## config.mk

```make
export PLATFORM = sky130hd
export DESIGN_NAME = multicycle_control_unit
export DESIGN_NICKNAME = d
export VERILOG_FILES = /design/src/rtl/multicycle_control_unit.sv
export SDC_FILE = /design/constraint.sdc
export NUM_CORES = 1
export LEC_CHECK = 0
export BUFFER_PORTS_ARGS = -buffer_cell sky130_fd_sc_hd__buf_2
export CORE_ASPECT_RATIO = 1.4
export CORE_MARGIN = 2
export CORE_UTILIZATION = 45
export CTS_CLUSTER_SIZE = 20
export DETAILED_ROUTE_END_ITERATION = 8
export HOLD_SLACK_MARGIN = 0.1
export PLACE_DENSITY = 0.68
export RECOVER_POWER = 50
export SYNTH_ARGS = -nofsm -noshare
export SYNTH_HDL_FRONTEND = slang
export SYNTH_SLANG_ARGS = --single-unit
```

## constraint.sdc

```tcl
create_clock -name i_clk -period 2.68 [get_ports i_clk]
set_clock_uncertainty 0.15 [all_clocks]
set_input_delay 0.536 -clock i_clk [delete_from_list [all_inputs] [get_ports i_clk]]
set_output_delay 0.536 -clock i_clk [all_outputs]
set_load 0.05 [all_outputs]
```

## src/rtl/multicycle_control_unit.sv

```systemverilog
// Multi-cycle FETCH/DECODE/EXEC/MEM/WB sequencer for the MIPS core, with memory-ack timeout, halt and retire counter.
// Optional DEBUG_STEP_EN macro adds the i_step port and halts after every retired instruction.
module multicycle_control_unit #(
  parameter int MEM_TIMEOUT = 15,
  parameter int TO_W        = 4,
  parameter int CNT_W       = 32
) (
  input  logic             i_clk,
  input  logic             i_rst_n,
  input  logic             i_start,
  input  logic             i_halt,
`ifdef DEBUG_STEP_EN
  input  logic             i_step,
`endif
  input  logic [5:0]       i_opcode,
  input  logic [5:0]       i_funct,
  input  logic             i_zero,
  input  logic             i_mem_ack,
  output logic             o_mem_rd_en,
  output logic             o_mem_wr_en,
  output logic             o_ir_wr_en,
  output logic             o_pc_wr_en,
  output logic [1:0]       o_pc_src,
  output logic             o_reg_wr_en,
  output logic [1:0]       o_wb_src,
  output logic [1:0]       o_reg_dst,
  output logic [3:0]       o_alu_opcode,
  output logic             o_alu_src_b,
  output logic [2:0]       o_state,
  output logic             o_busy,
  output logic             o_instr_done,
  output logic [CNT_W-1:0] o_instr_count,
  output logic             o_timeout_err
);

  typedef enum logic [2:0] {
    S_IDLE   = 3'd0,
    S_FETCH  = 3'd1,
    S_DECODE = 3'd2,
    S_EXEC   = 3'd3,
    S_MEM    = 3'd4,
    S_WB     = 3'd5,
    S_HALT   = 3'd6,
    S_ERROR  = 3'd7
  } state_t;

  localparam logic [TO_W-1:0] TO_LAST = TO_W'(MEM_TIMEOUT - 1);

  state_t          state, state_next;
  logic [5:0]      op_reg, funct_reg;
  logic [TO_W-1:0] to_cnt;
  logic [CNT_W-1:0] count;

  logic go, step_mode, timeout, retire;
  logic is_rtype, is_jr, is_jalr, is_imm, is_lw, is_sw, is_beq, is_bne, is_j, is_jal;
  logic [3:0] alu_dec;
  logic       srcb_dec;

`ifdef DEBUG_STEP_EN
  assign go        = i_start | i_step;
  assign step_mode = 1'b1;
`else
  assign go        = i_start;
  assign step_mode = 1'b0;
`endif

  assign timeout  = (to_cnt == TO_LAST);
  assign is_rtype = (op_reg == 6'b000000);
  assign is_jr    = is_rtype && (funct_reg == 6'b001000);
  assign is_jalr  = is_rtype && (funct_reg == 6'b001001);
  assign is_imm   = (op_reg[5:3] == 3'b001);
  assign is_lw    = (op_reg == 6'b100011);
  assign is_sw    = (op_reg == 6'b101011);
  assign is_beq   = (op_reg == 6'b000100);
  assign is_bne   = (op_reg == 6'b000101);
  assign is_j     = (op_reg == 6'b000010);
  assign is_jal   = (op_reg == 6'b000011);

  // ALU control from the fields latched in DECODE
  always_comb begin
    alu_dec  = 4'b0000;
    srcb_dec = 1'b0;
    if (is_rtype) begin
      case (funct_reg)
        6'b000000: begin alu_dec = 4'b0001; srcb_dec = 1'b1; end
        6'b000010: begin alu_dec = 4'b0000; srcb_dec = 1'b1; end
        6'b000011: begin alu_dec = 4'b0010; srcb_dec = 1'b1; end
        6'b000100: alu_dec = 4'b0001;
        6'b000110: alu_dec = 4'b0000;
        6'b000111: alu_dec = 4'b0010;
        6'b100001: alu_dec = 4'b0100;
        6'b100011: alu_dec = 4'b0101;
        6'b100100: alu_dec = 4'b0110;
        6'b100101: alu_dec = 4'b0111;
        6'b100110: alu_dec = 4'b1000;
        6'b100111: alu_dec = 4'b1001;
        6'b101010: alu_dec = 4'b1010;
        default:   alu_dec = 4'b0000;
      endcase
    end else if (is_imm) begin
      srcb_dec = 1'b1;
      case (op_reg[2:0])
        3'b000:  alu_dec = 4'b1100;
        3'b010:  alu_dec = 4'b1010;
        3'b100:  alu_dec = 4'b0110;
        3'b101:  alu_dec = 4'b0111;
        3'b110:  alu_dec = 4'b1000;
        3'b111:  alu_dec = 4'b0011;
        default: alu_dec = 4'b0000;
      endcase
    end else if (is_lw || is_sw) begin
      alu_dec  = 4'b0100;
      srcb_dec = 1'b1;
    end else if (is_beq || is_bne) begin
      alu_dec = 4'b1011;
    end
  end

  always_ff @(posedge i_clk or negedge i_rst_n) begin
    if (!i_rst_n) state <= S_IDLE;
    else          state <= state_next;
  end

  always_comb begin
    state_next = state;
    case (state)
      S_IDLE, S_HALT: if (go) state_next = S_FETCH;
      S_FETCH: begin
        if (i_mem_ack)    state_next = S_DECODE;
        else if (timeout) state_next = S_ERROR;
      end
      S_DECODE: state_next = S_EXEC;
      S_EXEC: begin
        if (is_lw || is_sw)                                       state_next = S_MEM;
        else if (is_jal || (is_rtype && !is_jr) || is_imm)        state_next = S_WB;
        else                                                      state_next = (i_halt || step_mode) ? S_HALT : S_FETCH;
      end
      S_MEM: begin
        if (i_mem_ack)    state_next = is_lw ? S_WB : ((i_halt || step_mode) ? S_HALT : S_FETCH);
        else if (timeout) state_next = S_ERROR;
      end
      S_WB:    state_next = (i_halt || step_mode) ? S_HALT : S_FETCH;
      default: state_next = S_ERROR;
    endcase
  end

  assign retire = ((state == S_EXEC) || (state == S_MEM) || (state == S_WB)) &&
                  ((state_next == S_FETCH) || (state_next == S_HALT));

  always_comb begin
    o_mem_rd_en  = 1'b0;
    o_mem_wr_en  = 1'b0;
    o_ir_wr_en   = 1'b0;
    o_pc_wr_en   = 1'b0;
    o_pc_src     = 2'b00;
    o_reg_wr_en  = 1'b0;
    o_wb_src     = 2'b00;
    o_reg_dst    = 2'b00;
    o_alu_opcode = 4'b0000;
    o_alu_src_b  = 1'b0;
    case (state)
      S_FETCH: begin
        o_mem_rd_en = 1'b1;
        o_ir_wr_en  = i_mem_ack;
        o_pc_wr_en  = i_mem_ack;
      end
      S_EXEC: begin
        o_alu_opcode = alu_dec;
        o_alu_src_b  = srcb_dec;
        if (is_jr || is_jalr) begin
          o_pc_wr_en = 1'b1;
          o_pc_src   = 2'b11;
        end else if (is_j || is_jal) begin
          o_pc_wr_en = 1'b1;
          o_pc_src   = 2'b10;
        end else if (is_beq || is_bne) begin
          o_pc_wr_en = is_beq ? i_zero : !i_zero;
          o_pc_src   = 2'b01;
        end
      end
      S_MEM: begin
        o_mem_rd_en = is_lw;
        o_mem_wr_en = is_sw;
      end
      S_WB: begin
        o_reg_wr_en = 1'b1;
        if (is_jal) begin
          o_reg_dst = 2'b11;
          o_wb_src  = 2'b10;
        end else if (is_jalr) begin
          o_reg_dst = 2'b01;
          o_wb_src  = 2'b10;
        end else if (is_lw) begin
          o_wb_src  = 2'b01;
        end else if (is_rtype) begin
          o_reg_dst = 2'b01;
        end
      end
      default: ;
    endcase
  end

  // Timeout counter restarts on every state change, so entry to FETCH/MEM sees zero
  always_ff @(posedge i_clk or negedge i_rst_n) begin
    if (!i_rst_n) begin
      op_reg    <= '0;
      funct_reg <= '0;
      to_cnt    <= '0;
      count     <= '0;
    end else begin
      if (state == S_DECODE) begin
        op_reg    <= i_opcode;
        funct_reg <= i_funct;
      end
      if (state_next != state)
        to_cnt <= '0;
      else if (((state == S_FETCH) || (state == S_MEM)) && !i_mem_ack)
        to_cnt <= to_cnt + 1'b1;
      if (retire)
        count <= count + 1'b1;
    end
  end

  assign o_state       = state;
  assign o_busy        = (state == S_FETCH) || (state == S_DECODE) || (state == S_EXEC) ||
                         (state == S_MEM) || (state == S_WB);
  assign o_instr_done  = retire;
  assign o_instr_count = count;
  assign o_timeout_err = (state == S_ERROR);

endmodule

```

==> out/metrics.csv, run 1 <==
stage,metric,value,unit
global_routing,grt_pass1_vias,3086,
power_and_ir_drop,power_per_cell_area,1060,nW/µm²
power_and_ir_drop,power_leakage,1.87,nW
min_path,hp-class,in -> reg,
yosys,synth_edf_count,0,
sta,worstMarginPinSlew,1500,ps
placement,place_inst,559,
finish,finalInstanceArea,4440,µm²
yosys,synth_compound_area_share,12.2,%
finish,seqCellArea,1280,µm²
clock_tree,cts-buffers-inserted,5,
finish,multi_input_area,2000,µm²
clock_tree,cts.htree.levels,2,
finish,final_cell_mix,"buf_4, dfrtp_1, buf_2",
finish,finalNetCount,498,
yosys,synth_cells,363,
sta,hold_violations,0,
worst_setup_path,path_buf_inv,2,
worst_setup_path,max_stage_delay,460,ps
yosys,synth-simple-area-share,28.3,%
worst_setup_path,worstSetupStartpointType,flip-flop,
yosys,synth-xor-area-share,9.54,%
sta,setup_slack,-267,ps
yosys,yosysWarnings,0,
finish,n_fill_cell,632,
routing,wl_met2,4690,µm
routing,dr_wl_met3,362,µm
yosys,syn-cell-area,3310,µm²
worst_setup_path,critPathSlowestCell,dfrtp_2,
yosys,synthMuxAreaShare,4.09,%
floorplanning,core_area,7220,µm²
clock_tree,root_buffer,clkbuf_8,
routing,drt-met1-wl,3580,µm
clock_tree,clock_path_buffers,2,
worst_setup_path,required,1990,ps
floorplanning,die_w,76.4,µm
worst_setup_path,crit_type,reg -> out,
yosys,ys_seq_area_share,38.6,%
sta,max_freq,339,MHz
routing,ant_nets,0,
run,max-cap-violations,1,
clock_tree,path_clk_slew,90,ps
routing,wl_per_cell,15.2,µm
finish,insertedDiodeCount,0,
sta,drv_slew,29,
worst_setup_path,crit_fanout,7,
placement,post-place-ws,-56.6,ps
yosys,synth.avg_cell_area,9.11,µm²
worst_setup_path,critPathCaptureType,output port,
global_routing,track_usage,21.3,%
clock_tree,clkLatencyLatePin,310,ps
floorplanning,dieArea,8060,µm²
placement,postPlaceCellArea,4170,µm²
worst_setup_path,crit_family,compound AO/OA/AOI/OAI gates,
min_path,hp-start,i_opcode[1],
status,violations,"max-capacitance violations, max-slew violations, negative setup slack",
sta,period_share,110,%
finish,areaGrowthSynthToFinish,34.4,%
floorplanning,die_y,105,µm
placement,io_buffers,71,
finish,largest_reg_flops,32,
yosys,synth_top_family_by_area,simple AND/OR/NAND/NOR gates,
yosys,synthArstFlopShare,100,%
finish,final_common_cell,buf_4,
placement,hpwl,6250,µm
sta,rsz0062_at_grt,true,
finish,drive_above_1_share,35.1,%
global_routing,grt_pass1_wl,14200,µm
floorplanning,start_util,45.8,%
power_and_ir_drop,ir_drop,630,µV
floorplanning,ios,72,
sta,min_period,2950,ps
status,run_status,"finished, violations left",
yosys,ys_types,63,
finish,final-instance-count-excl-fill,575,
routing,routed_via_density,5.61,
yosys,ys.flop_type,dfrtp_1,
worst_setup_path,cp_cell_sequence,"buf_4, or3b_4, a311o_1, a32o_2, and3_4, buf_6",
routing,via_count,3228,
power_and_ir_drop,total_power,0.00472,W
worst_setup_path,worstPathArrival,2260,ps
yosys,synth_fa_ha_area_share,1.14,%
routing,drt_wl_total,8750,µm
worst_setup_path,r2r_start,o_state[0],
global_routing,grt_max_degree,31,
routing,dr.pass1.iters,5,
routing,drtIter0Drc,242,
clock_tree,cts_tree,built,
floorplanning,rows,37,
sta,setup_viol,4,
clock_tree,clock_sinks,51,
worst_setup_path,startpoint,o_state[0],
yosys,ys_ff_latch,51,
global_routing,grt_overflow,0,
routing,routed.top_layer,met4,
routing,drcViolationCount,0,
sta,slew_headroom,-0.0696,%
placement,place.gp.congestion,0.962,
global_routing,antenna_found_initial,0,
yosys,synth_nets,384,
==> cells in the mapped netlist, types with 6 or more instances <==
cell / count / share of area (%)
a21oi_1: 9 / 1.4
and2_1: 7 / 1.3
and3_1: 11 / 2.1
buf_2: 14 / 2.1
clkbuf_1: 6 / 0.68
dfrtp_1: 51 / 39
inv_1: 16 / 1.8
mux2_2: 8 / 2.7
nand2_1: 24 / 2.7
nand3_1: 16 / 2.4
nand4_1: 34 / 6.4
nor2_1: 22 / 2.5
nor3_1: 13 / 2.0
nor4_1: 6 / 1.1
o21ai_0: 6 / 0.91
xnor2_1: 35 / 9.3
==> worst paths after layout <==
kind / depth (start not counted) / slack [ps] / endpoint
max: 6 / -270 / o_instr_done
min: 3 / 290 / op_reg[1]
max reg2reg: 8 / 130 / o_instr_count[14]
min reg2reg: 1 / 320 / o_instr_count[31]
max in group asynchronous: 2 / 660 / funct_reg[2]
min in group asynchronous: 1 / 420 / o_instr_count[22]
==> cells by family (layout without fill, tap and decap cells) <==
logic type / Yosys count / count (layout)
fa+ha+maj: 3 / 3
xor+xnor: 36 / 36
simple gates: 166 / 166
compound gates: 53 / 53
flops: 51 / 51
mux: 12 / 12
buf+inv: 42 / 157
==> per-layer routing <==
metal | vias up | global-route usage (%)
li1 | 1556 | -
met1 | 1564 | 25.9
met2 | 98 | 38.1
met3 | 10 | 3.25
met4 | 0 | 7.79
met5 | - | 0
==> tightest hold or removal path: stages <==
cell and delay [ps]:
buf_2 70, nand2_1 30, o21ai_0 60
==> layout make-up <==
type                            count  share of cell area, %
Tap cell                           97                   2.73
Sequential cell                    51                   28.9
Inverter                           16                   1.44
Clock inverter                      2                  0.845
Clock buffer                        6                   1.63
Multi-Input combinational cell    270                   45.1
Timing Repair Buffer              133                   19.4
==> power breakdown <==
| group | internal, W | leakage, nW | total [W] | switching [W] |
|---|---|---|---|---|
| logic | 0.00125 | 1.16 | 0.00306 | 0.00181 |
| clock network | 0.000279 | 0.0514 | 0.000535 | 0.000256 |
| registers | 0.000944 | 0.657 | 0.00112 | 0.000180 |
| total | 0.00247 | 1.87 | 0.00472 | 0.00224 |
==> per-stage QoR <==
stage | utilization (%) | hold slack (ps) | setup TNS, ps
after global routing | 61.5 | 291 | -934
after global placement | 57.7 | 310 | -17.8
after CTS | 60.5 | 104 | -442
after detailed placement | 57.7 | 311 | -56.6
after floorplan | - | 90.4 | -22.5
final | 61.5 | 286 | -591
==> what timing repair did <==
| item | CTS | global route |
|---|---|---|
| setup endpoints to repair | 9 | 13 |
| buffers inserted | 2 | 6 |
| hold buffers | 0 | 0 |
| pin swaps | 5 | 6 |
| gates resized for setup | 23 | 20 |
No activity file was read; power rests on OpenSTA's default activity.
==> run 2: changes to the inputs <==
- SETUP_SLACK_MARGIN: not set -> 0.3
- SLEW_MARGIN: not set -> 20
==> out/metrics.csv, run 2 (same netlist as run 1, synthesis figures left out) <==
stage,metric,value,unit,change
status,run_status,"finished, violations left",,
status,violations,negative setup slack,,
sta,setup_slack,-230,ps,+36.5 ps
sta,period_share,109,%,-1.4 points
global_routing,grt_max_degree,31,,unchanged
global_routing,grt_overflow,0,,unchanged
routing,wl_met2,5470,µm,+17%
global_routing,grt_pass1_wl,15300,µm,+7.8%
floorplanning,dieArea,8060,µm²,unchanged
finish,final_cell_mix,"buf_4, buf_2, xnor2_1, nand4_1, dfrtp_1",,
clock_tree,root_buffer,clkbuf_8,,
sta,fin_tns_setup,-1250,ps,-657 ps
routing,drcViolationCount,0,,unchanged
worst_setup_path,path_buf_inv,4,,+2
routing,routed.top_layer,met4,,
floorplanning,ios,72,,unchanged
worst_setup_path,r2r_start,o_state[2],,
placement,io_buffers,71,,unchanged
routing,drtIter0Drc,175,,-28%
finish,finalNetCount,520,,+4.4%
routing,dr.pass1.iters,4,,-1
worst_setup_path,required,1990,ps,about the same
floorplanning,start_util,45.8,%,unchanged
placement,hpwl,6570,µm,+5.2%
floorplanning,rows,37,,unchanged
power_and_ir_drop,sw_frac_of_total,46.2,%,-1.4 points
power_and_ir_drop,clkPwrFrac,11.6,%,+0.3 points
power_and_ir_drop,intPower,0.00298,W,+21%
global_routing,antenna_found_initial,0,,unchanged
worst_setup_path,cp_cell_sequence,"or3_4, buf_4, buf_6, nor2_4, nand4b_1, buf_6, a21oi_4, buf_6",,
sta,rsz0062_at_grt,true,,
routing,dr_wl_met3,358,µm,-1.1%
worst_setup_path,crit_fanout,3,,-4
routing,drt_wl_total,9990,µm,+14%
worst_setup_path,crit_family,simple AND/OR/NAND/NOR gates,,
floorplanning,core_area,7220,µm²,unchanged
finish,n_fill_cell,569,,-10%
global_routing,grt_pass1_vias,3296,,+6.8%
power_and_ir_drop,power_per_cell_area,1120,nW/µm²,+5.1%
worst_setup_path,worstSetupStartpointType,flip-flop,,
placement,place_inst,563,,+0.72%
sta,hold_violations,0,,unchanged
sta,drv_slew,0,,-100%
floorplanning,die_y,105,µm,unchanged
clock_tree,path_clk_slew,90,ps,about the same
power_and_ir_drop,p_sw,0.00256,W,+14%
routing,routed_via_density,5.56,,-0.88%
worst_setup_path,max_stage_delay,420,ps,-40 ps
power_and_ir_drop,total_power,0.00554,W,+17%
worst_setup_path,worstPathArrival,2220,ps,-40 ps
sta,max_freq,344,MHz,+1.3%
routing,ant_nets,0,,unchanged
finish,drive_above_1_share,47.2,%,+12 points
clock_tree,cts_tree,built,,
finish,final-instance-count-excl-fill,597,,+3.8%
placement,place.gp.congestion,0.859,,-11%
global_routing,track_usage,23.2,%,+1.9 points
clock_tree,cts.htree.levels,2,,unchanged
placement,postPlaceCellArea,4250,µm²,+2.1%
worst_setup_path,crit_type,reg -> out,,
worst_setup_path,critPathSlowestCell,or3_4,,
finish,areaGrowthSynthToFinish,50.1,%,
sta,setup_viol,8,,+4
power_and_ir_drop,p_seq_share,20.3,%,-3.5 points
finish,insertedDiodeCount,0,,unchanged
finish,final_common_cell,buf_4,,
routing,wl_per_cell,16.7,µm,+9.9%
min_path,hp-class,in -> reg,,
power_and_ir_drop,ir_drop,706,µV,+12%
worst_setup_path,startpoint,op_reg[0],,
power_and_ir_drop,power_leakage,2.06,nW,+10%
clock_tree,clock_path_buffers,2,,unchanged
sta,worstMarginPinSlew,1070,ps,-427 ps
routing,via_count,3322,,+2.9%
floorplanning,die_w,76.4,µm,unchanged
min_path,hp-start,i_opcode[1],,
clock_tree,clock_sinks,51,,unchanged
finish,largest_reg_flops,32,,unchanged
routing,drt-met1-wl,3930,µm,+9.8%
finish,finalInstanceArea,4960,µm²,+12%
clock_tree,cts-buffers-inserted,5,,unchanged
worst_setup_path,critPathCaptureType,output port,,
sta,min_period,2910,ps,-36.5 ps
worst_setup_path,cpMostUsedCell,buf_6,,
clock_tree,clkLatencyLatePin,310,ps,about the same
run,max-cap-violations,0,,-1
power_and_ir_drop,combPwrFrac,68.1,%,+3.2 points
sta,slew_headroom,28.4,%,+28 points
-- run 2: changes by cell type in the layout (fill, tap and decap cells not counted), moves of 3 or more --
cell	before	now
dfrtp_1	46	28
nor2_1	20	16
buf_6	12	24
nand3_1	16	11
nand3_2	0	4
nor2_2	1	4
buf_2	41	38
clkbuf_1	24	20
buf_8	1	6
buf_4	55	64
nand2_1	23	20
dfrtp_2	5	23
nand2_4	0	3
-- run 2: path summary, 6_finish.rpt --
kind | end | slack (ps) | cells past startpoint
worst max-delay path | o_pc_src[0] | -230 | 8
worst max register to register | to_cnt[0] | 80 | 9
max in group asynchronous | o_state[2] | 460 | 3
worst min register to register | o_instr_count[31] | 340 | 1
worst min-delay path | op_reg[1] | 290 | 3
min in group asynchronous | o_instr_count[22] | 780 | 2
-- run 2: power by group through the flow --
stage | combinational [W] | clock, W | sequential (W)
2_1_floorplan | 0.00183 | 0 | 0.00134
3_3_place_gp | 0.00282 | 0 | 0.00115
3_5_place_dp | 0.00285 | 0 | 0.00116
4_1_cts | 0.00318 | 0.000657 | 0.00111
5_1_grt | 0.00398 | 0.000681 | 0.00115
6_report | 0.00378 | 0.000643 | 0.00112
-- run 2: cell type report --
| cell class | count | area (µm²) | share of cell area, % |
|---|---|---|---|
| inverters | 16 | 60.1 | 1.21 |
| multi-input cells | 270 | 2180 | 43.9 |
| flip-flops and latches | 51 | 1310 | 26.3 |
| clock buffers | 6 | 72.6 | 1.46 |
| well taps | 97 | 121 | 2.45 |
| repair buffers | 155 | 1160 | 23.4 |
| clock inverters | 2 | 60.1 | 1.21 |
-- run 2: layer usage --
| metal | vias to the layer above | GRT usage, % |
|---|---|---|
| li1 | 1589 | - |
| met3 | 21 | 3.51 |
| met1 | 1627 | 27.0 |
| met4 | 0 | 7.79 |
| met5 | - | 0 |
| met2 | 85 | 43.0 |
-- run 2: stage by stage --
stage                     utilization (%)  worst slack [ps]  hold WS, ps
final                                68.7              -230          291
after global routing                 68.7              -285          297
after CTS                            64.2              -201          284
after detailed placement             58.9             -40.0          324
after global placement               58.9             -7.75          313
after floorplan                         -             -18.4         90.4
-- run 2: repair_timing --
action | CTS | global route
cloned | 0 | 2
hold buffers | 1 | 0
gates resized for setup | 52 | 51
pin swaps | 16 | 39
endpoints found under the setup margin | 52 | 53
buffers inserted | 10 | 13
endpoints found under the hold margin | 19 | 0
-- run 2: tightest hold or removal path, delay by kind of cell --
| kind | cells | cell delay [ps] |
|---|---|---|
| compound gates | 1 | 70 |
| buf+inv | 1 | 70 |
| simple gates | 1 | 40 |
